**src/rtl/define.sv**
```systemverilog
//==============================================================================
// define.sv
//------------------------------------------------------------------------------
// Core-wide macros shared by the RV32 pipeline RTL.
//   `XLEN : architectural register / instruction width
//   `LOAD : RV32I major opcode of the load instructions (LB/LH/LW/LBU/LHU)
//------------------------------------------------------------------------------
// Revision: 1.0 - initial release
//==============================================================================
`ifndef PIPE_DEFINE_SV
`define PIPE_DEFINE_SV

`define XLEN 32
`define LOAD 7'b0000011

`endif

```
**src/rtl/pipe_ctrl_pkg.sv**
```systemverilog
//==============================================================================
// pipe_ctrl_pkg
//------------------------------------------------------------------------------
// Shared types and constants for pipeline stall/flush control:
//   - sequencer state enum (3-bit, encoding is visible on the debug port)
//   - stage bit indices IF_B..WB_B for the 5-bit stall/flush vectors
//   - stall/flush patterns for each hazard class
//   - RV32 register-field slice helpers
//------------------------------------------------------------------------------
// Revision: 1.0 - initial release
//==============================================================================
`default_nettype none

`ifndef LOAD
`include "define.sv"
`endif

package pipe_ctrl_pkg;

  typedef enum logic [2:0] {
    RUN      = 3'd0,
    LD_STALL = 3'd1,
    FLUSH    = 3'd2,
    MD_WAIT  = 3'd3,
    MEM_WAIT = 3'd4
  } state_e;

  // Stage bit positions inside the stall/flush vectors.
  localparam int IF_B  = 0;
  localparam int ID_B  = 1;
  localparam int EX_B  = 2;
  localparam int MEM_B = 3;
  localparam int WB_B  = 4;

  localparam logic [6:0] OPC_LOAD = `LOAD;

  // Freeze the whole pipe while data memory is busy.
  localparam logic [4:0] HOLD_ALL = 5'b11111;
  // Load-use: hold IF/ID, push a bubble into EX.
  localparam logic [4:0] LU_STALL = 5'b00011;
  localparam logic [4:0] LU_FLUSH = 5'b00100;
  // Mul/div busy: hold IF/ID/EX, bubble into MEM.
  localparam logic [4:0] MD_STALL = 5'b00111;
  localparam logic [4:0] MD_FLUSH = 5'b01000;
  // Taken branch: squash the two wrong-path instructions in ID and EX.
  localparam logic [4:0] BR_FLUSH = 5'b00110;
  // Extra flush cycles after the branch only need to clear ID.
  localparam logic [4:0] FL_FLUSH = 5'b00010;

  function automatic logic [4:0] rd(input logic [31:0] instr);
    return instr[11:7];
  endfunction

  function automatic logic [4:0] rs1(input logic [31:0] instr);
    return instr[19:15];
  endfunction

  function automatic logic [4:0] rs2(input logic [31:0] instr);
    return instr[24:20];
  endfunction

endpackage

`default_nettype wire

```
**src/rtl/load_use_detect.sv**
```systemverilog
//==============================================================================
// load_use_detect
//------------------------------------------------------------------------------
// Flags a load in EX whose destination is read by the instruction in ID.
// Writes to x0 never create a dependency.
// Ports:
//   i_id_instr [XLEN-1:0] : instruction in ID (source registers)
//   i_ex_instr [XLEN-1:0] : instruction in EX (opcode and destination)
//   o_lu                  : load-use hazard present
//------------------------------------------------------------------------------
// Revision: 1.0 - initial release
//==============================================================================
`default_nettype none

module load_use_detect
  import pipe_ctrl_pkg::*;
#(
  parameter int XLEN = 32
) (
  input  logic [XLEN-1:0] i_id_instr,
  input  logic [XLEN-1:0] i_ex_instr,
  output logic            o_lu
);

  logic       w_is_load;
  logic [4:0] w_ex_rd;

  assign w_is_load = (i_ex_instr[6:0] == OPC_LOAD);
  assign w_ex_rd   = rd(i_ex_instr);

  assign o_lu = w_is_load && (w_ex_rd != 5'd0) &&
                ((w_ex_rd == rs1(i_id_instr)) || (w_ex_rd == rs2(i_id_instr)));

endmodule

`default_nettype wire

```
**src/rtl/pipe_sequencer.sv**
```systemverilog
//==============================================================================
// pipe_sequencer
//------------------------------------------------------------------------------
// Stall/flush sequencer for the 5-stage RV32 pipeline. Arbitrates load-use,
// taken branch, mul/div busy and data-memory wait hazards into per-stage
// hold (stall) and bubble (flush) controls, and counts stalled cycles.
// Ports:
//   clk, rst_n                : clock, asynchronous active-low reset
//   i_id_instr / i_ex_instr   : instructions in ID / EX
//   i_taken_branch            : EX resolved a taken branch/jump
//   i_md_busy                 : mul/div unit still working
//   i_dmem_req / i_dmem_ready : MEM outstanding access / completes now
//   o_stall [4:0]             : hold stage register, bit0 IF .. bit4 WB
//   o_flush [4:0]             : load bubble into stage, bit0 IF .. bit4 WB
//   o_state [2:0]             : current sequencer state (debug)
//   o_stall_cycles [CNT_W-1:0]: saturating count of cycles with any stall
//------------------------------------------------------------------------------
// Revision: 1.0 - initial release
//==============================================================================
`default_nettype none

module pipe_sequencer
  import pipe_ctrl_pkg::*;
#(
  parameter int XLEN              = 32,
  parameter int LOAD_STALL_CYCLES = 1,
  parameter int FLUSH_CYCLES      = 1,
  parameter int CNT_W             = 32
) (
  input  logic             clk,
  input  logic             rst_n,
  input  logic [XLEN-1:0]  i_id_instr,
  input  logic [XLEN-1:0]  i_ex_instr,
  input  logic             i_taken_branch,
  input  logic             i_md_busy,
  input  logic             i_dmem_req,
  input  logic             i_dmem_ready,
  output logic [4:0]       o_stall,
  output logic [4:0]       o_flush,
  output logic [2:0]       o_state,
  output logic [CNT_W-1:0] o_stall_cycles
);

  // Counter preload: the entry cycle in RUN already produces the first
  // bubble, so the multi-cycle state covers the remaining N-1.
  localparam logic [1:0] LD_INIT = 2'(LOAD_STALL_CYCLES - 1);
  localparam logic [1:0] FL_INIT = 2'(FLUSH_CYCLES - 1);

  state_e           r_state;
  state_e           r_ret;
  logic [1:0]       r_cnt;
  logic [CNT_W-1:0] r_stall_cycles;

  state_e     w_eff;
  state_e     w_nxt_state;
  state_e     w_nxt_ret;
  logic [1:0] w_nxt_cnt;
  logic [4:0] w_stall;
  logic [4:0] w_flush;
  logic       w_memw;
  logic       w_lu;
  logic       w_run;

  load_use_detect #(
    .XLEN (XLEN)
  ) u_lud (
    .i_id_instr (i_id_instr),
    .i_ex_instr (i_ex_instr),
    .o_lu       (w_lu)
  );

  assign w_memw = i_dmem_req & ~i_dmem_ready;

  // MEM_WAIT is transparent once memory is ready: the saved return state is
  // decoded in the same cycle, so a frozen LD_STALL/FLUSH count resumes.
  assign w_eff = (r_state == MEM_WAIT) ? r_ret : r_state;

  always_comb begin
    w_stall     = '0;
    w_flush     = '0;
    w_nxt_state = r_state;
    w_nxt_ret   = r_ret;
    w_nxt_cnt   = r_cnt;
    w_run       = 1'b0;

    if (w_memw) begin
      w_stall     = HOLD_ALL;
      w_nxt_state = MEM_WAIT;
      w_nxt_ret   = w_eff;
    end else begin
      w_nxt_state = w_eff;
      case (w_eff)
        LD_STALL: begin
          w_stall   = LU_STALL;
          w_flush   = LU_FLUSH;
          w_nxt_cnt = r_cnt - 2'd1;
          if (r_cnt <= 2'd1) w_nxt_state = RUN;
        end
        FLUSH: begin
          w_flush   = FL_FLUSH;
          w_nxt_cnt = r_cnt - 2'd1;
          if (r_cnt <= 2'd1) w_nxt_state = RUN;
        end
        MD_WAIT: begin
          if (i_md_busy) begin
            w_stall = MD_STALL;
            w_flush = MD_FLUSH;
          end else begin
            // Zero-cycle exit: the next hazard is resolved this same cycle.
            w_run = 1'b1;
          end
        end
        default: w_run = 1'b1;
      endcase

      if (w_run) begin
        w_nxt_state = RUN;
        if (i_taken_branch) begin
          w_flush = BR_FLUSH;
          if (FLUSH_CYCLES > 1) begin
            w_nxt_state = FLUSH;
            w_nxt_cnt   = FL_INIT;
          end
        end else if (i_md_busy) begin
          w_stall     = MD_STALL;
          w_flush     = MD_FLUSH;
          w_nxt_state = MD_WAIT;
        end else if (w_lu) begin
          w_stall = LU_STALL;
          w_flush = LU_FLUSH;
          if (LOAD_STALL_CYCLES > 1) begin
            w_nxt_state = LD_STALL;
            w_nxt_cnt   = LD_INIT;
          end
        end
      end
    end
  end

  always_ff @(posedge clk or negedge rst_n) begin
    if (!rst_n) begin
      r_state        <= RUN;
      r_ret          <= RUN;
      r_cnt          <= '0;
      r_stall_cycles <= '0;
    end else begin
      r_state <= w_nxt_state;
      r_ret   <= w_nxt_ret;
      r_cnt   <= w_nxt_cnt;
      if ((|w_stall) && !(&r_stall_cycles))
        r_stall_cycles <= r_stall_cycles + CNT_W'(1);
    end
  end

  // Controls are forced quiet while reset is held, independent of inputs.
  assign o_stall        = rst_n ? w_stall : 5'b00000;
  assign o_flush        = rst_n ? w_flush : 5'b00000;
  assign o_state        = r_state;
  assign o_stall_cycles = r_stall_cycles;

endmodule

`default_nettype wire
```
**config.mk**
```make
export PLATFORM = sky130hd
export DESIGN_NAME = pipe_sequencer
export DESIGN_NICKNAME = d
export VERILOG_FILES = /design/src/rtl/pipe_ctrl_pkg.sv /design/src/rtl/load_use_detect.sv /design/src/rtl/pipe_sequencer.sv
export VERILOG_INCLUDE_DIRS = /design/src /design/src/rtl
export SDC_FILE = /design/constraint.sdc
export NUM_CORES = 1
export LEC_CHECK = 0
export CAP_MARGIN = 15
export CORE_MARGIN = 1.5
export CORE_UTILIZATION = 45
export DETAILED_ROUTE_END_ITERATION = 8
export GPL_ROUTABILITY_DRIVEN = 0
export PLACE_DENSITY_LB_ADDON = 0.2
export SLEW_MARGIN = 40
export SYNTH_ARGS = -nofsm -noshare
export SYNTH_HDL_FRONTEND = slang
export SYNTH_SLANG_ARGS = --single-unit
```
**constraint.sdc**
```tcl
create_clock -name clk -period 4.4 [get_ports clk]
set_input_delay 0.66 -clock clk [delete_from_list [all_inputs] [get_ports clk]]
set_output_delay 0.66 -clock clk [all_outputs]
set_load 0.01 [all_outputs]
```
### After elaboration in Yosys (flattened, before gate mapping)

Cells that the tools add are included.

| storage, ports and cells | value |
|---|---|
| register bits after elaboration | 40 |
| bits of input ports | 70 |
| output and inout bits | 45 |
| logic and storage cells | 53 |

| operators by class | value |
|---|---|
| $add $sub $neg | 2 |
| $lt $le $gt $ge | 1 |
| equality and inequality tests | 7 |
| muxes and demuxes | 26 |
| bitwise logic cells | 3 |
| reduce and logical (&&, ||, !) cells | 10 |

Operator list:

| cell | count |
|---|---|
| 5-bit 2-to-1 mux | 12 |
| 32-bit by 1-bit adder with 32-bit output, second input constant | 1 |
| 32-bit AND reduction | 1 |
| 3-bit 2-to-1 mux | 6 |
| 4-bit one-hot mux with 3 select lines | 1 |
| 5-bit == test | 2 |
| 7-bit by 2-bit == test with 1-bit output, second input constant | 1 |
| 3-bit by 2-bit == test with 1-bit output, second input constant | 2 |
| 3-bit one-hot mux with 2 select lines | 1 |
| 5-bit nonzero test | 1 |
| 5-bit OR reduction | 1 |
| 2-bit 2-to-1 mux | 2 |
| 4-bit 2-to-1 mux | 1 |
| 3-bit by 1-bit == test with 1-bit output, second input constant | 1 |
| 3-bit == test, second input constant | 1 |
| 1-bit logical AND | 3 |
| 2-bit by 1-bit less-or-equal comparator with 1-bit output, second input constant | 1 |
| 1-bit 2-to-1 mux | 2 |
| 1-bit inverter | 2 |
| 1-bit one-hot mux with 2 select lines | 1 |
| 2-bit AND reduction | 1 |
| 2-bit OR reduction | 1 |
| 2-bit by 1-bit subtractor with 2-bit output, second input constant | 1 |
| 1-bit AND | 1 |
| other kinds (2) | 2 |

### Longest topological paths before layout

Gate-level depths: netlist of the first run.

| logic depth | value |
|---|---|
| depth after elaboration | 11 |
| depth in mapped cells | 8 |
| gate-level depth less buffers | 7 |

### By module

From an unflattened synthesis of the first run, not the netlist that was laid out.

| unflattened totals | value |
|---|---|
| cells, all modules | 233 |
| area, all modules | 2313.5 um2 |

Modules (own cells, without submodules):

| module | instances | cells an instance | area each (um2) | sequential area each (um2) |
|---|---|---|---|---|
| pipe_sequencer | 1 | 213 | 2167.1 | 1001.0 |
| load_use_detect | 1 | 20 | 146.4 | 0.0 |

### Worst setup path before layout of the first run

No wires, ideal clock.

| timing path | value |
|---|---|
| kind | input-to-output |
| start point | in i_ex_instr[4] |
| end point | out o_stall[1] |
| arrival | 2.098 ns |
| required time | 3.740 ns |
| slack | 1.642 ns |
| cell stages on the path | 7 |
| path buffers | 2 |
| cell sequence | nor4bb_1 o211ai_1 a211o_1 o21ba_4 buf_2 nor2b_1 buf_4 |

| between the ends | value |
|---|---|
| word-level cells in the longest chain between the ends | 9 |

Ends and longest elaborated chain:

| what | line | source |
|---|---|---|
| from (decl) | pipe_sequencer.sv:33 | `input logic [XLEN-1:0] i_ex_instr,` |
| 7-bit by 2-bit == test with 1-bit output | load_use_detect.sv:28 | `assign w_is_load = (i_ex_instr[6:0] == OPC_LOAD);` |
| 1-bit logical AND (2 in a row) | load_use_detect.sv:31 | `assign o_lu = w_is_load && (w_ex_rd != 5'd0) &&` |
| 5-bit 2-to-1 mux | pipe_sequencer.sv:128 | `end else if (w_lu) begin` |
| 5-bit 2-to-1 mux | pipe_sequencer.sv:124 | `end else if (i_md_busy) begin` |
| 5-bit 2-to-1 mux | pipe_sequencer.sv:118 | `if (i_taken_branch) begin` |
| 5-bit 2-to-1 mux | pipe_sequencer.sv:116 | `if (w_run) begin` |
| 5-bit 2-to-1 mux | pipe_sequencer.sv:86 | `if (w_memw) begin` |
| 5-bit 2-to-1 mux | pipe_sequencer.sv:156 | `assign o_stall = rst_n ? w_stall : 5'b00000;` |
| to (decl) | pipe_sequencer.sv:38 | `output logic [4:0] o_stall,` |

No other way between the ends.

### Worst setup path in the final report of the first run

| timing path | value |
|---|---|
| start point | in i_ex_instr[0] |
| end point | out o_stall[0] |

Same word-level chain as after synthesis.

==> reports/qor.txt, run 1 <==
Syn Inst Count -> 254
Vias in the first global route -> 2059
Crit end category -> output pin
Fin. max-slew vios -> 0
Post-synth ARST share -> 100%
Net switching fraction of the power -> 34.2%
Global-route wire length before repair -> 9380 µm
Via count -> 2067
Reg power frac -> 43.9%
Top_reg_cell synth -> dfrtp_1
Register area share after synthesis -> 40.6%
Total GRT Usage -> 19.4%
Post-synth top cells -> xor2_1 (41), dfrtp_1 (40), nor2_1 (22), nand2_1 (16), nand3_1 (16)
Detail Route Antenna Nets -> 0
Setup Buffers After CTS -> 0
Hold slack -> 0.228 ns
Total wire length -> 5640 µm
Total CTS buffers -> 5
Pre-CTS setup slack -> 0.965 ns
Cell area after synthesis -> 0.00247 mm²
Fmax -> 0.292 GHz
WS Path Type -> in -> out
Comb pwr share -> 36.0%
Final nets -> 394
Tot Pwr -> 1.23 mW
Root buffer cell -> clkbuf_8
Path type of the worst min-delay path -> in -> async
I/O pin count -> 115
Die area -> 0.00593 mm²
Slew at the pin with the worst max-slew slack -> 0.522 ns
Most instantiated library cell after synthesis -> xor2_1
Starting Density -> 47.4%
Maxcap violations -> 0
Clock skew -> 0.00628 ns
H-tree depth reported by CTS -> 2
PD cells -> 376 mW/mm²
Area growth, synth to finish -> 33.2%
Drt wl/cell -> 14.3 µm
Met1 WL -> 2450 µm
Max Buffers Root-to-Sink -> 2
Die H -> 77.0 µm
Crit-path max FO -> 2
FP Rows -> 26
Inst Count DP -> 385
Pleak -> 1.34 nW
P_int -> 0.813 mW
DRC -> 0
Initial DRC Count -> 47
Synth area leaders -> dfrtp_1 (41%), xor2_1 (15%), nor3_2 (6.1%)
Fillers -> 465
Ant diodes -> 0
Maximum number of pins on one net before global-route repair -> 33
Top cell type's share of synthesized area -> 40.6%
Clock Power Share -> 20.1%
Outcome -> completed
Routed length on met3 -> 377 µm
Syn Area/Cell -> 9.71 µm²
Clock insertion delay at the later pin of the skew report -> 0.29 ns
Critical Path RT -> 3.74 ns
Final TNS setup -> 0 ns
Post-CTS resize count -> 0
EDFF count, synth -> 0
CTS sink cnt -> 40
Worst VDD drop -> 0.321 mV
Layout cells sized above 1 -> 10.5%
Rel. slew slack -> 64.9%
Cts hold-fix bufs -> 0
TritonCTS clock tree -> done
Cell Count, Final, Fillers Out -> 393
Final hold viol count -> 0
Minimum clock period -> 3.43 ns
Tcrit/Tclk final -> 77.9%
GRT overflow -> 0
RSZ-0062 raised after global routing -> no
Synth Register Bits -> 40
Antenna violations before repair -> 0
Nature of the critical path startpoint -> input port
NetSw -> 0.422 mW
Final setup viols -> 0
Core Box Area -> 0.00520 mm²
I/O Buffers -> 70
Synth warn -> 0
Die width -> 77.0 µm
DP Wirelength -> 4010 µm
Wire length on met2 -> 2720 µm
Vias per cell -> 5.26
Unique masters post-synth -> 50
Highest metal used -> met4
Drt first pass iters -> 4
Final WS setup -> 0.974 ns
Worst path arrival time -> 2.77 ns
Cell taking the most area after synthesis -> dfrtp_1
Worst-path clk slew -> 0.08 ns
worst paths after layout:
path,startpoint,endpoint,slack [ns],cells past startpoint
worst max register to register,o_state[1],o_stall_cycles[1],1.81,7
worst min-delay path,rst_n,r_cnt[1],0.23,1
worst min register to register,r_cnt[0],r_cnt[0],0.48,1
min in group clk,r_cnt[0],r_cnt[0],0.48,1
max in group asynchronous,rst_n,o_stall_cycles[18],3.48,2
worst max-delay path,i_ex_instr[0],o_stall[0],0.97,7
placed cells by master, fill, tap and decap left out, types with 3 or more instances in the layout:
cell type,n
nor2b_1,3
nor3_1,4
clkbuf_8,6
dfrtp_1,40
buf_4,3
and2_1,6
and3_1,5
inv_1,9
nor3_2,16
clkdlybuf4s50_1,69
nand2b_1,4
nand4_1,8
a21oi_1,6
o21ai_0,7
nor3b_2,3
xor2_1,41
nand3_1,16
nand2_1,16
nor2_1,22
cells by family after synthesis:
| family | Yosys count | share of synthesized area (%) |
|---|---|---|
| flops | 40 | 40.6 |
| compound gates | 28 | 8.12 |
| simple gates | 117 | 29.5 |
| other cells | 1 | 0.152 |
| xor+xnor | 43 | 15.3 |
| fa+ha+maj | 2 | 1.01 |
| buf+inv | 22 | 4.87 |
| mux | 1 | 0.457 |
layout make-up:
| cell class | instances | area [µm²] | area share [%] |
|---|---|---|---|
| inverters | 9 | 33.8 | 1.03 |
| well taps | 70 | 87.6 | 2.67 |
| flip-flops and latches | 40 | 1000 | 30.5 |
| clock buffers | 8 | 90.1 | 2.74 |
| repair buffers | 73 | 718 | 21.9 |
| multi-input cells | 193 | 1350 | 41.2 |
metrics by stage:
stage / cell area (µm²) / utilization (%)
after floorplan: 2470 / -
after global placement: 3190 / 61.4
after detailed placement: 3190 / 61.4
after CTS: 3280 / 63.1
after global routing: 3280 / 63.1
final: 3280 / 63.1
worst max-delay path, stage by stage:
cell and delay, ns:
clkdlybuf4s50_1 0.45, nor4bb_1 0.27, o211ai_1 0.16, a211o_1 0.30, o21ba_4 0.20, nor2b_1 0.17
clkdlybuf4s50_1 0.56
power by group through the flow:
stage               combinational (mW)  sequential [mW]  clock, mW
finish                           0.445            0.542      0.248
global route                     0.489            0.556      0.267
CTS                              0.451            0.542      0.256
detailed placement               0.447            0.547          0
global placement                 0.437            0.545          0
floorplan                        0.216            0.559          0
metal layers:
layer  track usage [%]  up-vias
met5                 0        -
met4              7.64        0
met3              3.93        9
met2              32.6       71
met1              24.5      979
li1                  -     1008
flip-flops by register name, summed over array words and instances, names as in the netlist:
name and flops:
o_stall_cycles 32, o_state 3, r_cnt 2, r_ret 3
Power figures use the tool's default switching activity.
==> run 2: changes to the inputs <==
CORE_UTILIZATION = 38   (was 45)
clock period = 2.9 ns   (was 4.4 ns; I/O delays follow)
==> run 2 against run 1 <==
  * Worst hold slack worse by 0.19 ns
  * Via count is 1.5% higher
  * Non-clock buffer count increased by 14
  * First-iteration DRC count grew 57%
  * Worst setup slack got worse by 0.86 ns
  * Critical endpoint is now o_flush[1]
==> reports/qor.txt, run 2 (same netlist as run 1, synthesis figures left out) <==
Layout cells sized above 1 -> 16.9% (+6.4 points)
WS Path Type -> reg -> out
Total wire length -> 5780 µm (+2.5%)
Global-route wire length before repair -> 9830 µm (+4.8%)
DRC -> 0 (unchanged)
Max incr delay on CP -> 0.48 ns (-0.08 ns)
PD cells -> 559 mW/mm² (+49%)
FP Rows -> 29 (+12%)
I/O pin count -> 115 (unchanged)
GRT overflow -> 0 (unchanged)
Drt first pass iters -> 4 (unchanged)
Pleak -> 1.44 nW (+7.5%)
Worst VDD drop -> 0.544 mV (+70%)
Die width -> 83.6 µm (+8.5%)
Drt wl/cell -> 13.9 µm (-2.7%)
Initial DRC Count -> 74 (+57%)
Commonest non-fill, non-tap cell in the layout -> clkdlybuf4s50_1
Total CTS buffers -> 5 (unchanged)
TritonCTS clock tree -> done
Fin. max-slew vios -> 0 (unchanged)
Outcome -> completed
Tcrit/Tclk final -> 96.0%
Total GRT Usage -> 17.3% (-2.0 points)
Die H -> 83.6 µm (+8.5%)
Crit end category -> output pin
Path type of the worst min-delay path -> in -> async
H-tree depth reported by CTS -> 2 (unchanged)
Fmax -> 0.359 GHz
Dpl cell area -> 0.00329 mm² (+3.1%)
Clock skew -> 0.00779 ns (+0.00151 ns)
Via count -> 2097 (+1.5%)
RSZ-0062 raised after global routing -> no
Vias in the first global route -> 2058 (-0.049%)
Final hold viol count -> 0 (unchanged)
Most frequent cells in the layout -> clkdlybuf4s50_1 (64), xor2_1 (41), dfrtp_1 (39)
Root buffer cell -> clkbuf_8
Tot Pwr -> 1.91 mW (+55%)
Worst-path clk slew -> 0.08 ns (about the same)
Crit-path max FO -> 6 (+4)
CP Buf/Inv Count -> 2 (unchanged)
Fin area -> 0.00341 mm² (+4.0%)
Detail Route Antenna Nets -> 0 (unchanged)
Slowest CP cell -> or4b_4
Final TNS setup -> 0 ns (unchanged)
Nature of the critical path startpoint -> flop
Final setup viols -> 0 (unchanged)
Ant diodes -> 0 (unchanged)
DP Wirelength -> 4270 µm (+6.4%)
I/O Buffers -> 70 (unchanged)
Minimum clock period -> 2.78 ns
Max Buffers Root-to-Sink -> 2 (unchanged)
Die area -> 0.00698 mm² (+18%)
Clock insertion delay at the later pin of the skew report -> 0.29 ns (about the same)
Starting Density -> 39.1% (-8.3 points)
Maxcap violations -> 0 (unchanged)
Worst path arrival time -> 2.35 ns (-0.42 ns)
Cts hold-fix bufs -> 0 (unchanged)
Critical Path RT -> 2.47 ns (-1.27 ns)
Core Box Area -> 0.00631 mm² (+21%)
CP cell instances -> buf_4, or4b_4, o22ai_4, nand2_2, a22oi_1, nor2_1, clkdlybuf4s50_1
Area growth, synth to finish -> 38.5%
Antenna violations before repair -> 0 (unchanged)
Max reg flops -> 32 (unchanged)
Final nets -> 408 (+3.6%)
Vias per cell -> 5.07 (-3.7%)
Maximum number of pins on one net before global-route repair -> 32 (-3.0%)
Kind of cell adding the most delay to the critical path -> simple AND/OR/NAND/NOR gates
CTS sink cnt -> 40 (unchanged)
run 2: changes by cell type in the layout (fill, tap and decap cells not counted), moves of 2 or more:
cell	before	now
clkbuf_1	2	0
clkinv_2	0	2
buf_4	3	17
clkdlybuf4s50_1	69	64
clkbuf_2	0	2
dlygate4sd2_1	0	2
run 2: layer usage:
layer	up-vias	GRT usage, %	wire [µm]
met2	50	26.5	2560
met1	1001	24.2	2810
met5	-	0	0
met4	0	6.71	131
li1	1035	-	-
met3	11	3.46	266
run 2: cell type report:
class / instances / area, µm²
clock buffers: 6 / 82.6
clock inverters: 2 / 10.0
repair buffers: 87 / 813
flip-flops and latches: 40 / 1000
fillers: 577 / 2900
well taps: 77 / 96.3
inverters: 9 / 33.8
multi-input cells: 193 / 1380
run 2: stage by stage:
step	instances	hold slack [ns]	setup WS [ns]	util (%)
finish	414	0.0429	0.117	54.1
global route	414	0.0561	0.0154	54.1
CTS	414	0.0532	0.0344	53.9
detailed placement	404	0.371	-0.142	52.2
global placement	404	0.361	-0.145	52.2
floorplan	255	0.139	0.406	-
run 2: power breakdown:
group / switching (mW) / total (mW) / internal, mW
clock: 0.192 / 0.382 / 0.190
sequential: 0.140 / 0.817 / 0.677
combinational: 0.330 / 0.709 / 0.379
run 2: what timing repair did:
action,in CTS,in global routing
setup endpoints to repair,5,4
cloned,0,0
setup buffers,2,0
gates resized for setup,5,10
pin swaps,1,1
run 2: path summary, 6_finish.rpt:
check | startpoint | endpoint | slack [ns] | cells after the start
hold reg to reg | r_cnt[0] | r_cnt[0] | 0.48 | 1
setup / recovery | o_state[2] | o_flush[1] | 0.12 | 7
min in group clk | r_cnt[0] | r_cnt[0] | 0.48 | 1
max in group asynchronous | rst_n | o_stall_cycles[19] | 2.32 | 2
setup reg to reg | o_state[2] | o_stall_cycles[1] | 0.30 | 8
hold / removal | rst_n | o_state[1] | 0.04 | 1
==> run 3: changes to the inputs <==
CORE_UTILIZATION = 37   (was 38)
SKIP_LAST_GASP = 1   (was not set)
SYNTH_HIERARCHICAL = 1   (was not set)
==> run 3 against run 2 <==
  * Combinational power shrank 26%
  * Highest routed layer unchanged
  * Design area shrank 4.2%
  * Global-route usage decreased by 0.53 points
  * Cell count shrank 4.8%
  * Largest power group unchanged
  * Sequential cell count stayed put
  * Synthesized area shrank 6.2%
  * Critical endpoint unchanged
==> reports/qor.txt, run 3 <==
Global-route wire length before repair -> 8740 µm (-11%)
Synth warn -> 6 (+6)
Total GRT Usage -> 16.8% (-0.53 points)
Synth area leaders -> dfrtp_1 (43%), xnor2_1 (11%), xor2_1 (4.9%)
Final nets -> 391 (-4.2%)
Kind of cell adding the most delay to the critical path -> simple AND/OR/NAND/NOR gates
Drt first pass iters -> 4 (unchanged)
Total wire length -> 5410 µm (-6.4%)
Top_reg_cell synth -> dfrtp_1
Pleak -> 1.35 nW (-6.4%)
Layout cells sized above 1 -> 13.8% (-3.1 points)
Top cell type's share of synthesized area -> 43.3% (+2.7 points)
Root buffer cell -> clkbuf_8
Maximum number of pins on one net before global-route repair -> 39 (+22%)
Slowest CP cell -> clkdlybuf4s50_1
TritonCTS clock tree -> done
Worst-path clk slew -> 0.07 ns (about the same)
Clock skew -> 0.00238 ns (-0.00542 ns)
Max reg flops -> 32 (unchanged)
Vias in the first global route -> 1889 (-8.2%)
Crit end category -> output pin
CP cell instances -> nand2b_2, nor4b_4, a22o_1, a21oi_2, a21oi_1, nor2_1, clkdlybuf4s50_1
Initial DRC Count -> 58 (-22%)
WS Path Type -> reg -> out
Clock insertion delay at the later pin of the skew report -> 0.28 ns (about the same)
Syn Inst Count -> 233 (-8.3%)
Commonest non-fill, non-tap cell in the layout -> clkdlybuf4s50_1
Synth Register Bits -> 40 (unchanged)
Nature of the critical path startpoint -> flop
Fin. max-slew vios -> 0 (unchanged)
NetSw -> 0.538 mW (-19%)
Area growth, synth to finish -> 41.4%
CP Buf/Inv Count -> 1 (-1)
Drt wl/cell -> 13.7 µm (-1.6%)
Rel. slew slack -> 65.5%
Slew at the pin with the worst max-slew slack -> 0.512 ns
Max Buffers Root-to-Sink -> 2 (unchanged)
Post-synth top cells -> dfrtp_1 (40), xnor2_1 (30), nand2_1 (18), nand4_1 (18), nor2_1 (17)
Crit-path max FO -> 4 (-2)
Reg power frac -> 46.5% (+3.7 points)
Antenna violations before repair -> 0 (unchanged)
Fmax -> 0.364 GHz (+1.2%)
DRC -> 0 (unchanged)
H-tree depth reported by CTS -> 2 (unchanged)
Final setup viols -> 0 (unchanged)
Most instantiated library cell after synthesis -> dfrtp_1
Tot Pwr -> 1.62 mW (-15%)
Core Box Area -> 0.00599 mm² (-5.1%)
Via count -> 1993 (-5.0%)
Clock Power Share -> 21.0% (+1.0 points)
Worst VDD drop -> 0.408 mV (-25%)
EDFF count, synth -> 0 (unchanged)
CTS sink cnt -> 40 (unchanged)
Register area share after synthesis -> 43.3% (+2.7 points)
Detail Route Antenna Nets -> 0 (unchanged)
Unique masters post-synth -> 48 (-4.0%)
Final hold viol count -> 0 (unchanged)
Max incr delay on CP -> 0.47 ns (about the same)
Die width -> 82.1 µm (-1.8%)
Post-synth ARST share -> 100% (unchanged)
PD cells -> 495 mW/mm² (-11%)
Syn Area/Cell -> 9.93 µm² (+2.3%)
Ant diodes -> 0 (unchanged)
Critical Path RT -> 2.47 ns (about the same)
Die area -> 0.00674 mm² (-3.5%)
DP Wirelength -> 3990 µm (-6.4%)
Net switching fraction of the power -> 33.2% (-1.5 points)
Outcome -> completed
Die H -> 82.1 µm (-1.8%)
Maxcap violations -> 0 (unchanged)
RSZ-0062 raised after global routing -> no
Comb pwr share -> 32.5% (-4.7 points)
I/O Buffers -> 70 (unchanged)
Tcrit/Tclk final -> 94.9% (-1.1 points)
Cell taking the most area after synthesis -> dfrtp_1
Minimum clock period -> 2.75 ns (-0.0323 ns)
Path type of the worst min-delay path -> reg -> reg
Worst path arrival time -> 2.32 ns (-0.03 ns)
FP Rows -> 28 (-3.4%)
Starting Density -> 38.6% (-0.44 points)
Cell area after synthesis -> 0.00231 mm² (-6.2%)
GRT overflow -> 0 (unchanged)
Hold slack -> 0.482 ns (+0.439 ns)
Most frequent cells in the layout -> clkdlybuf4s50_1 (62), dfrtp_1 (38), xnor2_1 (30)
P_int -> 1.08 mW (-13%)
Total CTS buffers -> 5 (unchanged)
Vias per cell -> 5.06 (-0.14%)
I/O pin count -> 115 (unchanged)
[run 3: cell count changes in the layout (fill, tap and decap cells not counted), moves of 4 or more]
cell	delta
nor3_2	-14
xnor2_1	+28
nor2_1	-5
xor2_1	-28
inv_1	-4
nand4_1	+10
[run 3: layout make-up]
| type | count | area, µm² |
|---|---|---|
| sequential | 40 | 1000 |
| timing repair buffer | 87 | 817 |
| clock inverter | 1 | 5.00 |
| multi-input combinational | 180 | 1260 |
| fill | 569 | 2720 |
| tap | 75 | 93.8 |
| clock buffer | 6 | 72.6 |
| inverter | 5 | 18.8 |
[run 3: metal layers]
| metal | routed length [µm] | up-vias | GRT usage [%] |
|---|---|---|---|
| li1 | - | 994 | - |
| met1 | 2540 | 944 | 22.0 |
| met2 | 2550 | 53 | 28.4 |
| met3 | 296 | 2 | 3.44 |
| met4 | 20 | 0 | 4.07 |
| met5 | 0 | - | 0 |
[run 3: worst register-to-register path, delay by kind of cell (launching register included)]
kind,cells,cell delay [ns]
adders and majority gates,1,0.24
AOI/OAI and AO/OA,1,0.04
and+or+nand+nor,4,0.98
xor gates and xnor gates,1,0.14
buffers and inverters,1,0.16
DFF,1,0.45
[run 3: path summary, 6_finish.rpt]
check,slack [ns],to,cells after the start,startpoint
max,0.15,o_flush[1],7,o_state[0]
min,0.48,r_cnt[0],1,r_cnt[0]
max reg2reg,0.79,o_stall_cycles[5],8,o_stall_cycles[0]
min reg2reg,0.48,r_cnt[0],1,r_cnt[0]
max in group asynchronous,1.70,o_state[1],3,rst_n
min in group asynchronous,0.50,r_ret[1],2,rst_n
[run 3: kinds of logic (layout without fill, tap and decap cells)]
logic type	count (synthesis)	in the layout	share of synthesized area, %
adder cells (fa/ha/maj)	2	2	1.08
AND/OR/NAND/NOR	103	103	26.0
flip-flops	40	40	43.3
other	1	2	0.162
multiplexers	1	1	0.487
AO/OA/AOI/OAI	29	29	9.36
buffers and inverters	14	99	3.35
XOR/XNOR	43	43	16.3
[run 3: timing repair]
| item | in CTS | in global routing |
|---|---|---|
| setup endpoints to repair | 3 | 15 |
| endpoints found under the hold margin | 2 | 0 |
| gates cloned | 0 | 0 |
| buffers inserted | 1 | 2 |
| gates resized for setup | 8 | 13 |
| hold buffers | 1 | 0 |
| pin swaps | 3 | 10 |
[run 3: per-stage QoR]
| stage | setup slack (ns) | utilization [%] | std cells | cell area (µm²) | TNS [ns] |
|---|---|---|---|---|---|
| after floorplan | 0.456 | - | 234 | 2320 | 0 |
| after global placement | -0.422 | 52.6 | 384 | 3150 | -3.09 |
| after detailed placement | -0.443 | 52.6 | 384 | 3150 | -3.05 |
| after CTS | -0.0913 | 54.2 | 393 | 3240 | -0.135 |
| after global routing | 0.0314 | 54.6 | 394 | 3270 | 0 |
| final | 0.149 | 54.6 | 394 | 3270 | 0 |
[run 3: power by group through the flow]
stage | clock network, mW | registers (mW) | logic (mW)
2_1_floorplan | 0 | 0.759 | 0.270
3_3_place_gp | 0 | 0.758 | 0.518
3_5_place_dp | 0 | 0.761 | 0.525
4_1_cts | 0.354 | 0.752 | 0.526
5_1_grt | 0.376 | 0.771 | 0.580
6_report | 0.340 | 0.753 | 0.527
